### src/rtl/sobel_edge_detect.sv
// Sobel edge detector on a 3x3 window: L1 gradient magnitude, per-frame
// threshold and border masking, in a fixed four-stage pipeline.
module sobel_edge_detect #(
    parameter logic [11:0] H_DISP = 12'd640,
    parameter logic [11:0] V_DISP = 12'd480
) (
    input  logic        clk,
    input  logic        rst_n,
    input  logic        matrix_vld,
    input  logic [7:0]  matrix_11,
    input  logic [7:0]  matrix_12,
    input  logic [7:0]  matrix_13,
    input  logic [7:0]  matrix_21,
    input  logic [7:0]  matrix_22,
    input  logic [7:0]  matrix_23,
    input  logic [7:0]  matrix_31,
    input  logic [7:0]  matrix_32,
    input  logic [7:0]  matrix_33,
    input  logic [10:0] thresh,
    output logic        dout_vld,
    output logic [7:0]  dout,
    output logic [10:0] grad,
    output logic        frame_end
);

    localparam int unsigned PIX_W  = 8;
    localparam int unsigned SUM_W  = 10;
    localparam int unsigned GRAD_W = 11;
    localparam int unsigned POS_W  = 12;
    localparam int unsigned PIPE_D = 4;

    logic [POS_W-1:0]  col_q, col_d, row_q, row_d;
    logic [GRAD_W-1:0] thr_q, thr_d;
    logic [SUM_W-1:0]  gx_p_q, gx_p_d, gx_n_q, gx_n_d;
    logic [SUM_W-1:0]  gy_p_q, gy_p_d, gy_n_q, gy_n_d;
    logic [SUM_W-1:0]  ax_q, ax_d, ay_q, ay_d;
    logic [GRAD_W-1:0] sum_q, sum_d;
    logic [PIPE_D-1:0] vld_q, vld_d;
    logic [PIPE_D-2:0] brd_q, brd_d, last_q, last_d;
    logic [PIX_W-1:0]  dout_q, dout_d;
    logic [GRAD_W-1:0] grad_q, grad_d;
    logic              fe_q, fe_d;
    logic              col_lo_c, col_hi_c, row_lo_c, row_hi_c;
    logic              border_c, last_c;

    assign col_lo_c = (col_q == '0);
    assign col_hi_c = (col_q == H_DISP - 12'd1);
    assign row_lo_c = (row_q == '0);
    assign row_hi_c = (row_q == V_DISP - 12'd1);
    assign border_c = col_lo_c | col_hi_c | row_lo_c | row_hi_c;
    assign last_c   = col_hi_c & row_hi_c;

    // Raster position and per-frame threshold latch
    always_comb begin
        col_d = col_q;
        row_d = row_q;
        thr_d = thr_q;
        if (matrix_vld) begin
            if (col_lo_c && row_lo_c) begin
                thr_d = thresh;
            end
            if (col_hi_c) begin
                col_d = '0;
                row_d = row_hi_c ? '0 : POS_W'(row_q + 12'd1);
            end else begin
                col_d = POS_W'(col_q + 12'd1);
            end
        end
    end

    // Datapath stages S1..S4 plus side-band shift registers
    always_comb begin
        gx_p_d = SUM_W'(matrix_13) + (SUM_W'(matrix_23) << 1) + SUM_W'(matrix_33);
        gx_n_d = SUM_W'(matrix_11) + (SUM_W'(matrix_21) << 1) + SUM_W'(matrix_31);
        gy_p_d = SUM_W'(matrix_31) + (SUM_W'(matrix_32) << 1) + SUM_W'(matrix_33);
        gy_n_d = SUM_W'(matrix_11) + (SUM_W'(matrix_12) << 1) + SUM_W'(matrix_13);

        ax_d = (gx_p_q >= gx_n_q) ? SUM_W'(gx_p_q - gx_n_q) : SUM_W'(gx_n_q - gx_p_q);
        ay_d = (gy_p_q >= gy_n_q) ? SUM_W'(gy_p_q - gy_n_q) : SUM_W'(gy_n_q - gy_p_q);

        sum_d = GRAD_W'(ax_q) + GRAD_W'(ay_q);

        vld_d  = {vld_q[PIPE_D-2:0], matrix_vld};
        brd_d  = {brd_q[PIPE_D-3:0], border_c};
        last_d = {last_q[PIPE_D-3:0], last_c};

        // Output holds the last valid pixel across gaps
        dout_d = dout_q;
        grad_d = grad_q;
        fe_d   = vld_q[PIPE_D-2] & last_q[PIPE_D-2];
        if (vld_q[PIPE_D-2]) begin
            grad_d = brd_q[PIPE_D-2] ? '0 : sum_q;
            dout_d = (!brd_q[PIPE_D-2] && (sum_q >= thr_q)) ? 8'd255 : 8'd0;
        end
    end

    always_ff @(posedge clk or negedge rst_n) begin
        if (!rst_n) begin
            col_q  <= '0;
            row_q  <= '0;
            thr_q  <= 11'd2047;
            gx_p_q <= '0;
            gx_n_q <= '0;
            gy_p_q <= '0;
            gy_n_q <= '0;
            ax_q   <= '0;
            ay_q   <= '0;
            sum_q  <= '0;
            vld_q  <= '0;
            brd_q  <= '0;
            last_q <= '0;
            dout_q <= '0;
            grad_q <= '0;
            fe_q   <= 1'b0;
        end else begin
            col_q  <= col_d;
            row_q  <= row_d;
            thr_q  <= thr_d;
            gx_p_q <= gx_p_d;
            gx_n_q <= gx_n_d;
            gy_p_q <= gy_p_d;
            gy_n_q <= gy_n_d;
            ax_q   <= ax_d;
            ay_q   <= ay_d;
            sum_q  <= sum_d;
            vld_q  <= vld_d;
            brd_q  <= brd_d;
            last_q <= last_d;
            dout_q <= dout_d;
            grad_q <= grad_d;
            fe_q   <= fe_d;
        end
    end

    assign dout_vld  = vld_q[PIPE_D-1];
    assign dout      = dout_q;
    assign grad      = grad_q;
    assign frame_end = fe_q;

endmodule
### config.mk
export PLATFORM = sky130hd
export DESIGN_NAME = sobel_edge_detect
export DESIGN_NICKNAME = d
export VERILOG_FILES = /design/src/rtl/sobel_edge_detect.sv
export SDC_FILE = /design/constraint.sdc
export NUM_CORES = 1
export LEC_CHECK = 0
export CAP_MARGIN = 20
export CORE_ASPECT_RATIO = 0.5
export CORE_MARGIN = 10
export CORE_UTILIZATION = 30
export CTS_CLUSTER_DIAMETER = 200
export CTS_CLUSTER_SIZE = 28
export DETAILED_ROUTE_END_ITERATION = 7
export GPL_ROUTABILITY_DRIVEN = 0
export PLACE_DENSITY = 0.53
export SLEW_MARGIN = 20
export SYNTH_ARGS = -nofsm -noshare
export SYNTH_HDL_FRONTEND = slang
export SYNTH_SLANG_ARGS = --single-unit
### constraint.sdc
create_clock -name clk -period 5.6 [get_ports clk]
set_input_delay 1.12 -clock clk [delete_from_list [all_inputs] [get_ports clk]]
set_output_delay 1.12 -clock clk [all_outputs]
set_load 0.005 [all_outputs]
==> flow_metrics.tcl <==
set metrics [dict create \
    drt-pass1-iter-count 5 \
    power_density_mw_per_mm2 484 \
    rsz0062_at_grt "no" \
    synth_warnings 0 \
    routed_via_density 4.54 \
    io_buffers 98 \
    dp_hpwl_um 15600 \
    postLayoutCellArea_mm2 0.0105 \
    maxCapViolations 0 \
    ir_drop_mv 0.233 \
    clock_sinks 129 \
    setup.worst_path.start_class "input pin" \
    tightest_slew_ns 0.777 \
    layout-area-overhead-vs-synth_pct 22.1 \
    swShare 0.394 \
    reg2regPathDepth 9 \
    wirelength_um 19300 \
    critPathSlowestCell "fa_1" \
    cts_tree "built" \
    syn_avg_cell_area_um2 10.6 \
    wire_per_inst_um 14.8 \
    grt_overflow 0 \
    die_area_mm2 0.0364 \
    total_power_mw 5.11 \
    comb_power_share 0.503 \
    antenna_found_initial 1 \
    hp-class "reg2reg" \
    syn-num-nets 1040 \
    cts_root_buffer "clkbuf_16" \
    skew_ns 0.00683 \
    setup_viol 0 \
    min_period_ns 3.49 \
    layout-drive-gt1-share 0.0822 \
    first_global_vias 6264 \
    path_cells "clkdlybuf4s50_1 > inv_1 > fa_1 > inv_1 > ha_1 > fa_1 > a21o_1 > a21oi_1 > o21bai_1 > a21oi_1 > o21ai_0" \
    slew_viol_final 0 \
    drc 0 \
    path_max_fanout 2 \
    top_level_ports 107 \
    max_slew_margin 0.482 \
    num-fill-cells 2729 \
    hold_violations 0 \
    fin_ws_ns 2.11 \
    cp.required_ns 5.90 \
    critical_path_arrival_ns 3.79 \
    grt_pass1_wl_um 32700 \
    grt_max_degree 61 \
    cp_slowest_stage_delay_ns 0.53 \
    cts_setup_buffers 0 \
    synth_edf_count 0 \
    end_kind "flop" \
    synthArstFlopShare 1.00 \
    clock_latency_ns 0.42 \
    cts-buffers-inserted 17 \
    antennaDiodeCount 0 \
    vias 5928 \
    syn_inst 818 \
    yosys_register_bits 129 \
    place_area_mm2 0.00995 \
    synth_flop_cell "dfrtp_1" \
    track_usage 0.111 \
    finalCritPeriodShare 0.624 \
    hold_depth 0 \
    die_w_um 260 \
    crit_type "in2reg" \
    die_y_um 140 \
    p_leak_nw 4.90 \
    pre_cts_slack_ns 1.64 \
    fin_hold_ws_ns 0.347 \
    clkPwrFrac 0.220 \
    synth_seq_area_share 0.375 \
    cts-htree-levels 4 \
    switchingPower_mw 2.01 \
    hold_buffers 0 \
    drt.antenna.violating_nets 0 \
    pwr-share-seq 0.277 \
    synth_area_mm2 0.00864 \
    core.rowCount 43 \
    cts_resized 0 \
    max_freq_ghz 0.286 \
    internal-power_mw 3.09 \
    cts.clk_slew.worst_paths_ns 0.06 \
    ys_types 59 \
    clock_path_buffers 2 \
    design.core.area_mm2 0.0280 \
    nNetsFinal 1134 \
    outcome "finished, final reports clean" \
    drt_iter0_drc 422 \
    tns_ns 0 \
    initial_core_util 0.308 \
]
==> power by group through the flow <==
stage	clock (mW)	combinational [mW]	sequential, mW
3_5_place_dp	0	2.56	1.44
2_1_floorplan	0	1.95	1.36
4_1_cts	1.15	2.58	1.42
5_1_grt	1.20	2.92	1.45
3_3_place_gp	0	2.53	1.43
6_report	1.12	2.57	1.42
==> metrics by stage <==
step,cells,util
global placement,1275,0.355
floorplan,818,-
detailed placement,1275,0.355
finish,1307,0.376
global route,1307,0.376
CTS,1307,0.376
==> routing by layer <==
layer	part of all wire	up-vias	global-route usage
met2	0.45	98	0.175
met5	0	-	0
met4	0.0095	0	0.0282
met3	0.044	13	0.0307
met1	0.50	2858	0.147
li1	-	2959	-
==> cell type report <==
class	instances	area [um^2]	share of cell area
multi-input combinational	567	4870	0.462
tap	382	478	0.0453
clock buffer	17	425	0.0403
sequential	129	3240	0.307
clock inverter	15	170	0.0161
timing repair buffer	101	1000	0.0949
inverter	96	360	0.0342
==> worst max-delay path: cells and delay by family <==
family,cells,cell delay (ns)
fa+ha+maj,3,1.19
compound gates,5,0.92
buf+inv,3,0.56
==> cell usage after synthesis, types with 4 or more instances <==
library cell	count	area [um^2]
a21o_1	22	165
a21oi_1	42	210
a31oi_1	11	68.8
and2_1	7	43.8
and3_1	8	50.1
buf_2	4	20.0
buf_4	11	82.6
clkbuf_1	7	26.3
dfrtp_1	118	2950
dfstp_2	11	289
fa_1	37	741
ha_1	99	1240
inv_1	96	360
mux2_4	11	165
mux2i_1	17	170
nand2_1	24	90.1
nand2b_1	7	43.8
nand3_1	16	80.1
nand3b_1	14	105
nand4_1	12	75.1
nor2_1	55	206
nor2b_1	15	93.8
nor3_1	9	45.0
o21a_1	7	52.6
o21ai_0	44	220
o21bai_1	4	30.0
xnor2_1	39	342
xor2_1	23	201
==> placed cells by master (no fill, tap or decap), types with 8 or more instances in the layout <==
master	Yosys	routed
dfrtp_1	118	118
ha_1	99	99
clkdlybuf4s50_1	0	97
inv_1	96	96
nor2_1	55	55
o21ai_0	44	44
a21oi_1	42	41
xnor2_1	39	39
fa_1	37	37
nand2_1	24	24
xor2_1	23	23
a21o_1	22	22
mux2i_1	17	17
clkbuf_16	0	17
nand3_1	16	16
nor2b_1	15	15
nand3b_1	14	14
nand4_1	12	12
a31oi_1	11	11
mux2_4	11	11
dfstp_2	11	11
nor3_1	9	9
and3_1	8	8
==> kinds of logic after synthesis <==
family | Yosys count | synth area share
AOI/OAI and AO/OA | 154 | 0.111
xor gates and xnor gates | 63 | 0.0648
adders and majority gates | 136 | 0.229
buffers and inverters | 122 | 0.0611
DFF | 129 | 0.375
muxes | 29 | 0.0401
and+or+nand+nor | 185 | 0.119
==> registers in the layout, summed over array words and instances, names as in the netlist, 11 cells and up <==
name   count
col_q     12
grad      11
row_q     12
sum_q     11
thr_q     11
==> final timing paths <==
kind / start / endpoint / slack, ns
max: matrix_11[1] / gy_n_q[9]$_DFF_PN0_ / 2.11
min: vld_q[0]$_DFF_PN0_ / vld_q[1]$_DFF_PN0_ / 0.35
max reg2reg: gx_p_q[0]$_DFF_PN0_ / ax_q[9]$_DFF_PN0_ / 2.67
min reg2reg: vld_q[0]$_DFF_PN0_ / vld_q[1]$_DFF_PN0_ / 0.35
max in group asynchronous: rst_n / col_q[3]$_DFFE_PN0P_ / 3.96
min in group asynchronous: rst_n / gx_n_q[4]$_DFF_PN0_ / 0.57
Power figures use the tool's default switching activity.
